### config.mk
export PLATFORM = sky130hd
export DESIGN_NAME = flt2fix_unpack
export DESIGN_NICKNAME = d
export VERILOG_FILES = /design/src/rtl/flt2fix_unpack.sv
export SDC_FILE = /design/constraint.sdc
export NUM_CORES = 1
export LEC_CHECK = 0
export BUFFER_PORTS_ARGS = -buffer_cell sky130_fd_sc_hd__buf_2
export CELL_PAD_IN_SITES_DETAIL_PLACEMENT = 0
export CELL_PAD_IN_SITES_GLOBAL_PLACEMENT = 1
export CORE_AREA = 2 2 94 96
export CTS_CLUSTER_SIZE = 30
export DETAILED_ROUTE_END_ITERATION = 10
export DIE_AREA = 0 0 96 98
export GPL_ROUTABILITY_DRIVEN = 0
export GPL_TIMING_DRIVEN = 0
export HOLD_SLACK_MARGIN = 0.02
export PLACE_DENSITY = 0.74
export REMOVE_ABC_BUFFERS = 1
export SYNTH_ARGS = -nofsm -noshare
export SYNTH_HDL_FRONTEND = slang
export SYNTH_SLANG_ARGS = --single-unit
### constraint.sdc
create_clock -name clk -period 1.7 [get_ports clk]
set_input_delay 0.34 -clock clk [delete_from_list [all_inputs] [get_ports clk]]
set_output_delay 0.34 -clock clk [all_outputs]
set_load 0.02 [all_outputs]
### src/rtl/flt2fix_unpack.sv
// flt2fix_unpack: reads a half-precision float from data_mem, converts it to a
// 16-bit two's-complement integer and writes the integer back to data_mem.
// Float layout: sign [15], exponent [14:10] (bias BIAS), mantissa [9:0].
// Optional build macro FLT2FIX_ROUND_EN: round to nearest-even instead of
// truncating toward zero.
// Ports:
//   clk          system clock, rising edge
//   reset        asynchronous active-low reset
//   start        conversion request, sampled only in IDLE
//   done         conversion complete, held until the next accepted start
//   mem_addr     data_mem address (0 outside the memory-access states)
//   mem_rd_data  data_mem read data, combinational on mem_addr
//   mem_wr_en    data_mem write strobe (WR_LO/WR_HI only)
//   mem_wr_data  data_mem write data
module flt2fix_unpack #(
    parameter logic [7:0]  SRC_ADDR = 8'd8,
    parameter logic [7:0]  DST_ADDR = 8'd12,
    parameter int unsigned BIAS     = 15
) (
    input  logic       clk,
    input  logic       reset,
    input  logic       start,
    output logic       done,
    output logic [7:0] mem_addr,
    input  logic [7:0] mem_rd_data,
    output logic       mem_wr_en,
    output logic [7:0] mem_wr_data
);

    localparam int unsigned MAG_W = 16;
    localparam int unsigned EXP_W = 5;
    localparam int unsigned SH_W  = 6;

    // Exponent at which the 11-bit significand already is the integer value.
    localparam logic [EXP_W-1:0] ALIGN_E = EXP_W'(BIAS + 10);
    // Smallest exponent whose value cannot fit in a signed 16-bit integer.
    localparam logic [EXP_W-1:0] SAT_E   = EXP_W'(BIAS + 15);
    localparam logic [EXP_W-1:0] BIAS_E  = EXP_W'(BIAS);

    typedef enum logic [2:0] {
        IDLE,
        RD_LO,
        RD_HI,
        ALIGN,
        NEG,
        WR_LO,
        WR_HI,
        DONE
    } state_t;

    state_t                  state;
    logic [7:0]              mant_lo;
    logic [MAG_W-1:0]        mag;
    logic signed [SH_W-1:0]  sh;
    logic                    sign;
    logic                    sat;
    logic [MAG_W-1:0]        result;
`ifdef FLT2FIX_ROUND_EN
    logic                    guard;
    logic                    sticky;
`endif

    logic                    sign_c;
    logic [EXP_W-1:0]        exp_c;
    logic [MAG_W-1:0]        m11_c;
    logic signed [SH_W-1:0]  sh_c;
    logic [MAG_W-1:0]        mag_rnd_c;
    logic [MAG_W-1:0]        result_c;

    // Decode of the high byte as it arrives in RD_HI.
    always_comb begin
        sign_c = mem_rd_data[7];
        exp_c  = mem_rd_data[6:2];
        m11_c  = {5'b0, 1'b1, mem_rd_data[1:0], mant_lo};
        sh_c   = $signed({1'b0, exp_c}) - $signed({1'b0, ALIGN_E});
    end

    // Final rounding, saturation and negation of the aligned magnitude.
    always_comb begin
        mag_rnd_c = mag;
`ifdef FLT2FIX_ROUND_EN
        if (guard && (sticky || mag[0])) begin
            mag_rnd_c = mag + MAG_W'(1);
        end
`endif
        if (sat || mag_rnd_c[MAG_W-1]) begin
            result_c = sign ? 16'h8000 : 16'h7FFF;
        end else begin
            // Zero magnitude negates to zero, so no negative zero appears.
            result_c = sign ? (~mag_rnd_c + MAG_W'(1)) : mag_rnd_c;
        end
    end

    // Conversion sequencer with registered memory-port and done outputs.
    always_ff @(posedge clk or negedge reset) begin
        if (!reset) begin
            state       <= IDLE;
            done        <= 1'b0;
            mem_addr    <= '0;
            mem_wr_en   <= 1'b0;
            mem_wr_data <= '0;
            mant_lo     <= '0;
            mag         <= '0;
            sh          <= '0;
            sign        <= 1'b0;
            sat         <= 1'b0;
            result      <= '0;
`ifdef FLT2FIX_ROUND_EN
            guard       <= 1'b0;
            sticky      <= 1'b0;
`endif
        end else begin
            case (state)
                IDLE: begin
                    if (start) begin
                        done     <= 1'b0;
                        mem_addr <= SRC_ADDR;
                        state    <= RD_LO;
                    end
                end

                RD_LO: begin
                    mant_lo  <= mem_rd_data;
                    mem_addr <= SRC_ADDR + 8'd1;
                    state    <= RD_HI;
                end

                RD_HI: begin
                    mem_addr <= '0;
                    sign     <= sign_c;
                    sat      <= 1'b0;
                    mag      <= m11_c;
                    sh       <= sh_c;
`ifdef FLT2FIX_ROUND_EN
                    guard    <= 1'b0;
                    sticky   <= 1'b0;
`endif
                    if (exp_c == '0) begin
                        // Zero and subnormals are flushed.
                        mag   <= '0;
                        state <= NEG;
                    end else if (exp_c < BIAS_E) begin
                        mag   <= '0;
`ifdef FLT2FIX_ROUND_EN
                        // [0.5,1): exactly 0.5 ties to even (0), above rounds to 1.
                        if ((exp_c == BIAS_E - 5'd1) && (m11_c[9:0] != '0)) begin
                            mag <= MAG_W'(1);
                        end
`endif
                        state <= NEG;
                    end else if (exp_c >= SAT_E) begin
                        sat   <= 1'b1;
                        state <= NEG;
                    end else if (sh_c == '0) begin
                        state <= NEG;
                    end else begin
                        state <= ALIGN;
                    end
                end

                ALIGN: begin
                    if (sh > 6'sd0) begin
                        mag <= mag << 1;
                        sh  <= sh - 6'sd1;
                        if (sh == 6'sd1) begin
                            state <= NEG;
                        end
                    end else begin
                        mag <= mag >> 1;
                        sh  <= sh + 6'sd1;
`ifdef FLT2FIX_ROUND_EN
                        sticky <= sticky | guard;
                        guard  <= mag[0];
`endif
                        if (sh == -6'sd1) begin
                            state <= NEG;
                        end
                    end
                end

                NEG: begin
                    result      <= result_c;
                    mem_addr    <= DST_ADDR;
                    mem_wr_data <= result_c[7:0];
                    mem_wr_en   <= 1'b1;
                    state       <= WR_LO;
                end

                WR_LO: begin
                    mem_addr    <= DST_ADDR + 8'd1;
                    mem_wr_data <= result[15:8];
                    state       <= WR_HI;
                end

                WR_HI: begin
                    mem_addr    <= '0;
                    mem_wr_en   <= 1'b0;
                    mem_wr_data <= '0;
                    state       <= DONE;
                end

                DONE: begin
                    done  <= 1'b1;
                    state <= IDLE;
                end

                default: begin
                    state <= IDLE;
                end
            endcase
        end
    end

endmodule

# ---- After elaboration in Yosys (flattened, before gate mapping)
# Index checks and enable logic that the tools add are counted.
dict set report classes {
  addsub 4
  magnitude_cmp 3
  n_eq_ne 12
  mux 27
  bitwise_logic 1
  reduce_logical 13
}
# op n
set op_table {}
lappend op_table {{2-to-1 mux 16 bit} 4}
lappend op_table {{one-hot mux 8 bit (5 select lines)} 1}
lappend op_table {{one-hot mux 16 bit (2 select lines)} 1}
lappend op_table {{2-to-1 mux 3 bit} 8}
lappend op_table {{one-hot mux 3 bit (8 select lines)} 1}
lappend op_table {{one-hot mux 8 bit (3 select lines)} 1}
lappend op_table {{2-to-1 mux 11 bit} 2}
lappend op_table {{adder 16 x 1 -> 16 bit, second input constant} 1}
lappend op_table {{inverter 16 bit} 1}
lappend op_table {{equality test 3 bit, second input constant} 4}
lappend op_table {{one-hot mux 6 bit (2 select lines)} 1}
lappend op_table {{2-to-1 mux 8 bit} 1}
lappend op_table {{adder 6 x 2 -> 6 bit, second input constant} 1}
lappend op_table {{equality test 3 x 2 -> 1 bit, second input constant} 2}
lappend op_table {{equality test 6 x 1 -> 1 bit, second input constant} 1}
lappend op_table {{equality test 6 x 2 -> 1 bit, second input constant} 1}
lappend op_table {{> comparator 6 x 1 -> 1 bit, second input constant} 1}
lappend op_table {{logical NOT 6 bit} 1}
lappend op_table {{2-to-1 mux 6 bit} 1}
lappend op_table {{!= test 3 bit, second input constant} 2}
lappend op_table {{nonzero test 2 bit} 3}
lappend op_table {{subtractor 5 x 5 -> 6 bit, second input constant} 1}
lappend op_table {{subtractor 6 x 2 -> 6 bit, second input constant} 1}
lappend op_table {{>= comparator 5 bit, second input constant} 1}
lappend op_table {{other kinds (13)} 18}
dict set report word_totals {
  reg_bits 69
  input_bits 11
  output_inout_bits 18
  elab_cells 71
}

# ---- Logic depth before layout (Yosys ltp)
# Gate-level depths: netlist of run 1.
dict set report logic_depth {
  ltp_word 7
  depth_mapped 8
  mapped_depth_nobuf 7
}

# ---- Worst setup path after synthesis of run 1
# OpenSTA, ideal clock, no wires.
dict set report synth_timing {
  kind {register -> register}
  start {reg mag[5]}
  end {reg result[10]}
  setup_time_ns 0.130
  t_arrival_ns 1.605
  t_required_ns 1.570
  path_slack_ns -0.036
  stages_incl_launch_ff 7
  path_buffers 1
  period_less_slack_ns 1.736
  path_cell_list {dfrtp_1 -> buf_6 -> nor4_4 -> nand3_2 -> or3_1 -> a21oi_1 -> o31ai_1}
}
dict set report synth_via {
  elab_chain_cells 4
}
# element line_no
set synth_rtl {}
lappend synth_rtl {{start: declaration} 53} ;# logic [MAG_W-1:0] mag;
lappend synth_rtl {{start signal: assignment} 132} ;# mag <= m11_c;
lappend synth_rtl {{start signal: assignment} 163} ;# mag <= mag << 1;
lappend synth_rtl {{start signal: assignment} 169} ;# mag <= mag >> 1;
lappend synth_rtl {{inverter 16 bit} 90} ;# result_c = sign ? (~mag_rnd_c + MAG_W'(1)) : mag_rnd_c;
lappend synth_rtl {{adder 16 x 1 -> 16 bit} 90}
lappend synth_rtl {{2-to-1 mux 16 bit} 90}
lappend synth_rtl {{2-to-1 mux 16 bit} 86} ;# if (sat || mag_rnd_c[MAG_W-1]) begin
lappend synth_rtl {{end signal: assignment} 182} ;# result <= result_c;
lappend synth_rtl {{end: declaration} 57} ;# logic [MAG_W-1:0] result;
# Every way passes these cells.
# A chain may end at the register's enable or synchronous reset.

# ---- Worst setup path after layout of run 1
dict set report layout_timing {
  start {reg sh[2]}
  end {reg sh[3]}
}
dict set report layout_via {
  elab_chain_cells 3
  elab_cells_between_ends 5
  classes_between {add/sub (2); order compare (1); mux (2)}
}
# element line_no
set layout_rtl {}
lappend layout_rtl {{start: declaration} 54} ;# logic signed [SH_W-1:0] sh;
lappend layout_rtl {{start signal: assignment} 164} ;# sh <= sh - 6'sd1;
lappend layout_rtl {{start signal: assignment} 170} ;# sh <= sh + 6'sd1;
lappend layout_rtl {{adder 6 x 2 -> 6 bit (tied with other cells)} 170}
lappend layout_rtl {{2-to-1 mux 6 bit (*)} 162} ;# if (sh > 6'sd0) begin
lappend layout_rtl {{one-hot mux 6 bit (2 select lines) (*)} 113} ;# case (state)
# Mark *: on every way between the ends. The rest lies on a longest branch, timed or not.

==> metrics.yaml, run 1 <==
antenna_cells: 0
antenna_found_initial: 0
synth_compound_area_share_pct: 24.2
dp_cells: 483
final-hold-violation-count: 0
grtUsageMet1_pct: 27.3
synthXorXnorAreaFrac_pct: 1.04
grtUsageMet3_pct: 2.78
synthTopCellsByArea: "dfrtp_1, o21ai_0, a21oi_1"
yosys_register_bits: 56
initial_core_util_pct: 39.8
grtUsageMet2_pct: 29.5
path_cells: "or4_4 -> a21oi_2 -> a41o_1 -> mux2_4 -> a21oi_2"
yosys_warnings: 0
synth_edf_count: 0
fin_util_pct: 47.1
viasPerCell: 5.71
synth_cells: 383
crit_path_top_delay_cell: "or4_4"
synth_area_per_cell_um2: 8.80
portBuffers: 23
p_per_area_nw_per_um2: 1970
multi_input_area_um2: 1940
r2r-start: "sh[2]$_DFFE_PN0P_"
max-vdd-ir-drop_uv: 591
arrival_ns: 1.97
cts_buffers: 5
cp-end-kind: "flip-flop"
htreeDepth: 2
failed_checks: "setup timing"
insertion_delay_ns: 0.31
cp-start-kind: "flip-flop"
skew_ns: 0.00636
post-route-min-period_ns: 1.72
final_antenna_net_count: 0
hpwlAfterDp_um: 5590
drive_gt1_share_pct: 28.7
vias: 2964
ff_latch_area_um2: 1420
synth_top_family_by_area: "compound AO/OA/AOI/OAI gates"
globalRoute.totalOverflow: 0
grt_pass1_wl_um: 14100
final_area_um2: 3990
tightest_slew_ns: 0.728
p_seq_share_pct: 33.2
grt_max_degree: 57
path_clk_slew_ns: 0.10
yosys.area_share.adder_pct: 2.97
status: "finished with violations"
busiest_layer: "met2"
avgRoutedWirePerCell_um: 16.7
die_w_um: 96
area_growth_pct: 18.4
rsz0062_at_grt: "yes"
crit_type: "flip-flop to flip-flop"
first_global_vias: 2787
cpPeakStageDelay_ns: 0.51
numClockSinks: 56
maxCapViolations: 0
dieArea_um2: 9410
combPwrFrac_pct: 57.5
nets: 430
clockBufferDepth: 2
p_leak_uw: 0.00165
synth_top_area_share_pct: 41.6
ioPinCount: 29
drt-initial-drc-count: 218
worst_slack_ns: -0.0188
min_period_over_period_pct: 101
fmax_mhz: 582
cts_tree: "built"
critPathLaunch: "sh[2]$_DFFE_PN0P_"
cts_hold_buf: 0
yosysSeqAreaShare_pct: 41.6
totalWireLength_um: 8670
dpl_cell_area_um2: 3480
p_int_uw: 4230
fp.dieH_um: 98
grt_usage_pct: 18.7
synth_cell_types: 55
rows: 34
synth_top_flop_cell: "dfrtp_1"
relSlewSlack_pct: 51.4
required_ns: 1.95
maxSlewViolCount: 0
yosys.area_share.simple_pct: 15.6
num-fill-cells: 848
core_area_um2: 8470
synthMuxAreaShare_pct: 7.83
synth_top_area_cell: "dfrtp_1"
path_max_fanout: 4
async_reset_ff_share_pct: 100
tns_ns: -0.0188
p_clk_share_pct: 9.4
synthesis.area_um2: 3370
p_sw_uw: 3610
dr.pass1.iters: 4
report.final.setup_viol: 1
cts_root_buf: "clkbuf_8"
p_sw_share_pct: 46.0
drcViolationCount: 0
cp_common_cell: "a21oi_2"
hold_path.class: "input port to asynchronous set/reset pin"
layout.cells.non_filler: 519
[cells in the mapped netlist, types with 2 or more instances]
cell and instances:
nand2_1 35, o41ai_1 2, a22o_1 5, or3_1 2, buf_2 5, nand2b_1 5
nand3_1 8, o22a_1 3, mux2_2 11, nand4_1 5, mux2i_1 14, o31ai_1 3
o22ai_1 10, xnor2_1 3, nor2_1 26, dfrtp_1 56, buf_4 6, clkbuf_1 22
a22oi_1 12, inv_1 14, or2_2 3, ha_1 8, a41oi_1 2, a21oi_1 31
nor3_1 9, nor2b_1 3, o21ai_0 41, nor3b_1 3, a31oi_1 8, o211ai_1 2
a21boi_0 2
[placed cells by master, fill, tap and decap left out, types with 2 or more instances in the layout]
cell        Yosys  final
dfrtp_1        56     40
o21ai_0        41     39
nand2_1        35     34
buf_4           6     29
a21oi_1        31     27
buf_2           5     22
nor2_1         26     21
dfrtp_2         0     15
mux2i_1        14     14
inv_1          14     12
a22oi_1        12     12
mux2_2         11     10
o22ai_1        10     10
nand3_1         8      8
a31oi_1         8      8
nor3_1          9      8
ha_1            8      6
nand4_1         5      5
a22o_1          5      5
conb_1          1      5
clkbuf_8        0      5
nand2b_1        5      4
xnor2_1         3      3
nor3b_1         3      3
nor2_4          0      3
o22a_1          3      3
o31ai_1         3      3
a21oi_2         0      3
a21boi_0        2      2
or2_2           3      2
nor2b_4         0      2
nor2_2          0      2
clkinvlp_4      0      2
nor4_4          1      2
o211ai_1        2      2
nor3_4          0      2
or3_1           2      2
ha_4            0      2
buf_8           0      2
[final cells by class]
type,count,area share [%]
Timing Repair Buffer,53,8.97
Clock inverter,2,0.314
Inverter,14,1.41
Tap cell,108,3.39
Clock buffer,5,1.72
Sequential cell,56,35.7
Multi-Input combinational cell,281,48.5
[path summary, 6_finish.rpt]
kind / endpoint / slack, ns / depth (start not counted)
setup / recovery: sh[3]$_DFFE_PN0P_ / -0.02 / 5
min in group clk: mem_addr[0]$_DFFE_PN0P_ / 0.27 / 2
hold / removal: result[12]$_DFFE_PN0P_ / 0.09 / 1
setup reg to reg: sh[3]$_DFFE_PN0P_ / -0.02 / 5
max in group asynchronous: state[0]$_DFFE_PN0P_ / 1.08 / 1
hold reg to reg: result[10]$_DFFE_PN0P_ / 0.48 / 2
[what timing repair did]
item,CTS,global route
pin swaps,3,4
resized for setup,34,24
endpoints found under the hold margin,0,0
setup endpoints to repair,53,37
cloned,0,0
setup buffers,17,12
[stage by stage]
| step | total power, uW | hold WS, ns | setup slack (ns) |
|---|---|---|---|
| floorplan | 5040 | 0.0444 | -0.735 |
| global placement | 6000 | 0.458 | -1.31 |
| detailed placement | 6090 | 0.466 | -0.944 |
| CTS | 7380 | 0.262 | 0.00000622 |
| global route | 8530 | 0.136 | -0.0730 |
| finish | 7850 | 0.0877 | -0.0188 |
[power by group through the flow]
stage,clock [uW],sequential (uW),combinational [uW]
after floorplan,0,2640,2390
after global placement,0,2730,3270
after detailed placement,0,2750,3340
after CTS,735,2700,3950
after global routing,797,2700,5030
final,734,2600,4510
[cells by family after synthesis]
logic type | Yosys count
mux | 25
buf+inv | 50
compound gates | 132
fa+ha+maj | 8
xor+xnor | 4
simple gates | 107
flops | 56
other cells | 1
[per-layer routing]
metal,vias up,wire [um]
met1,1471,4270
li1,1442,-
met3,2,265
met4,0,43
met2,49,4090
met5,-,0
[flip-flops by register name, summed over array words and instances, names as in the netlist]
signal and cells:
mem_addr 3, sign 1, state 3, sat 1, done 1, mem_wr_en 1, sh 6, result 8
mem_wr_data 8, mag 16, mant_lo 8
[worst max-delay path: cells and delay by family, from the launching register on]
family,cells,cell delay [ns]
and+or+nand+nor,1,0.51
DFF,1,0.44
AOI/OAI and AO/OA,3,0.39
muxes,1,0.31
Power figures use the tool's default switching activity.
==> run 2, diff against run 1 <==
CELL_PAD_IN_SITES_DETAIL_PLACEMENT = 1   (was 0)
==> run 2 against run 1 <==
Net effect:
- the flow still finishes with violations (setup timing)
- fmax fell by 1.1%
- cell count grew 3.1%
- routed wire length rose by 20%
- hold slack worse by 0.0038 ns
- sequential power increased by 3%
- sequential cell count unchanged
- die area unchanged
==> metrics.yaml, run 2 (synthesis results as in run 1) <==
path_cells: "or4_4 -> a21oi_2 -> a41o_1 -> mux2_4 -> a21oi_2"
hpwlAfterDp_um: 6160  # +10%
cts_root_buf: "clkbuf_8"
core_area_um2: 8470  # unchanged
viasPerCell: 5.89  # +3.1%
initial_core_util_pct: 39.8  # unchanged
path_max_fanout: 4  # unchanged
maxCapViolations: 0  # unchanged
regMostFlops: "mag"
clockBufferDepth: 2  # unchanged
ff_latch_area_um2: 1420  # unchanged
htreeDepth: 2  # unchanged
numClockSinks: 56  # unchanged
holdWs_ns: 0.0839  # -0.00381 ns
cts_tree: "built"
worst_slack_ns: -0.0387  # -0.0199 ns
required_ns: 1.95  # about the same
globalRoute.totalOverflow: 0  # unchanged
antenna_found_initial: 0  # unchanged
grt_usage_pct: 20.7  # +2.0 points
p_per_area_nw_per_um2: 2070  # +5.1%
tns_ns: -0.163  # -0.145 ns
first_global_vias: 3003  # +7.8%
drcViolationCount: 0  # unchanged
path_clk_slew_ns: 0.10  # about the same
failed_checks: "setup timing"
dieArea_um2: 9410  # unchanged
rsz0062_at_grt: "yes"
min_period_over_period_pct: 102  # +1.2 points
final-hold-violation-count: 0  # unchanged
max-vdd-ir-drop_uv: 530  # -10%
die_w_um: 96  # unchanged
cp_common_cell: "a21oi_2"
fmax_mhz: 575  # -1.1%
drt-initial-drc-count: 179  # -18%
rows: 34  # unchanged
ioPinCount: 29  # unchanged
skew_ns: 0.0101  # +0.00370 ns
avgRoutedWirePerCell_um: 19.4  # +16%
layout.cells.most_common_list: "dfrtp_1, o21ai_0, buf_4"
r2r.worst_path.cells: 5  # unchanged
nets: 445  # +3.5%
fp.dieH_um: 98  # unchanged
cts_buffers: 5  # unchanged
portBuffers: 23  # unchanged
relSlewSlack_pct: 46.1  # -5.4 points
crit_type: "flip-flop to flip-flop"
tightest_slew_ns: 0.799  # +0.0702 ns
grt_max_degree: 57  # unchanged
dr.pass1.iters: 4  # unchanged
arrival_ns: 1.98  # about the same
post-route-min-period_ns: 1.74  # +0.0199 ns
insertion_delay_ns: 0.32  # about the same
drive_gt1_share_pct: 33.7  # +5.0 points
totalWireLength_um: 10400  # +20%
area_growth_pct: 25.2
num-fill-cells: 991  # +17%
cp-start-kind: "flip-flop"
grt_pass1_wl_um: 15300  # +8.5%
hold_path.class: "input port to asynchronous set/reset pin"
largest_reg_flops: 16  # unchanged
cp-end-kind: "flip-flop"
p_leak_uw: 0.00175  # +6.4%
maxSlewViolCount: 0  # unchanged
layout_commonest_cell: "dfrtp_1"
status: "finished with violations"
antenna_cells: 0  # unchanged
vias: 3150  # +6.3%
final_antenna_net_count: 0  # unchanged
multi_input_area_um2: 2020  # +4.1%
cpPeakStageDelay_ns: 0.52  # about the same
crit_path_top_delay_cell: "or4_4"
report.final.setup_viol: 6  # +5
==> run 2: changes by cell type in the layout (fill, tap and decap cells not counted), moves of 2 or more <==
cell	change
buf_4	+10
dfrtp_2	-3
a21oi_1	-2
a21oi_2	+2
buf_6	+2
dfrtp_1	+2
nor2_4	+2
o22ai_1	-2
o22ai_2	+2
==> run 2: layer usage <==
metal  up-vias  track usage, %  wire [um]  part of all wire, %
met5         -               0          0                    0
met4         0            5.82        207                  2.0
met3        16            2.85        246                  2.4
met2        54            33.2       5150                   50
met1      1615            28.9       4780                   46
li1       1465               -          -                    -
==> run 2: per-stage QoR <==
step	area (um^2)	power [uW]	instances	utilization [%]	setup slack, ns
after global placement	3460	6000	482	40.9	-1.31
after detailed placement	3480	6190	483	41.1	-0.990
after CTS	3890	7760	512	45.9	-0.0357
after floorplan	3210	5040	351	-	-0.735
after global routing	4220	9340	535	49.9	-0.140
final	4220	8720	535	49.9	-0.0387
==> run 2: worst paths after layout <==
path	to	from	slack, ns
max reg2reg	sh[3]$_DFFE_PN0P_	sh[2]$_DFFE_PN0P_	-0.04
min	mem_wr_en$_DFFE_PN0P_	reset	0.08
max in group asynchronous	state[0]$_DFFE_PN0P_	reset	1.09
min in group clk	sign$_DFFE_PN0P_	mem_rd_data[7]	0.25
max	sh[3]$_DFFE_PN0P_	sh[2]$_DFFE_PN0P_	-0.04
min reg2reg	result[10]$_DFFE_PN0P_	result[10]$_DFFE_PN0P_	0.49
==> run 2: area by class of cell <==
cell class	count	share of cell area, %
clock inverters	2	0.830
flip-flops and latches	56	33.7
well taps	108	3.20
repair buffers	67	11.4
multi-input cells	282	47.7
clock buffers	6	1.72
inverters	14	1.39
==> run 2: repair_timing <==
action | 4_1_cts | 5_1_grt
cloned | 0 | 1
pin swaps | 4 | 17
resized for setup | 41 | 33
setup buffers | 21 | 22
setup endpoints to repair | 53 | 38
hold buffers | 0 | 0
==> run 2: power by group <==
group / internal (uW) / switching [uW] / total (uW)
Clock: 438 / 448 / 886
Sequential: 1930 / 764 / 2690
Combinational: 2340 / 2810 / 5150
==> run 2: worst max-delay path: cells and delay by family, from the launching register on <==
family	cells	cell delay [ns]
compound gates	3	0.40
simple gates	1	0.52
flops	1	0.45
mux	1	0.31
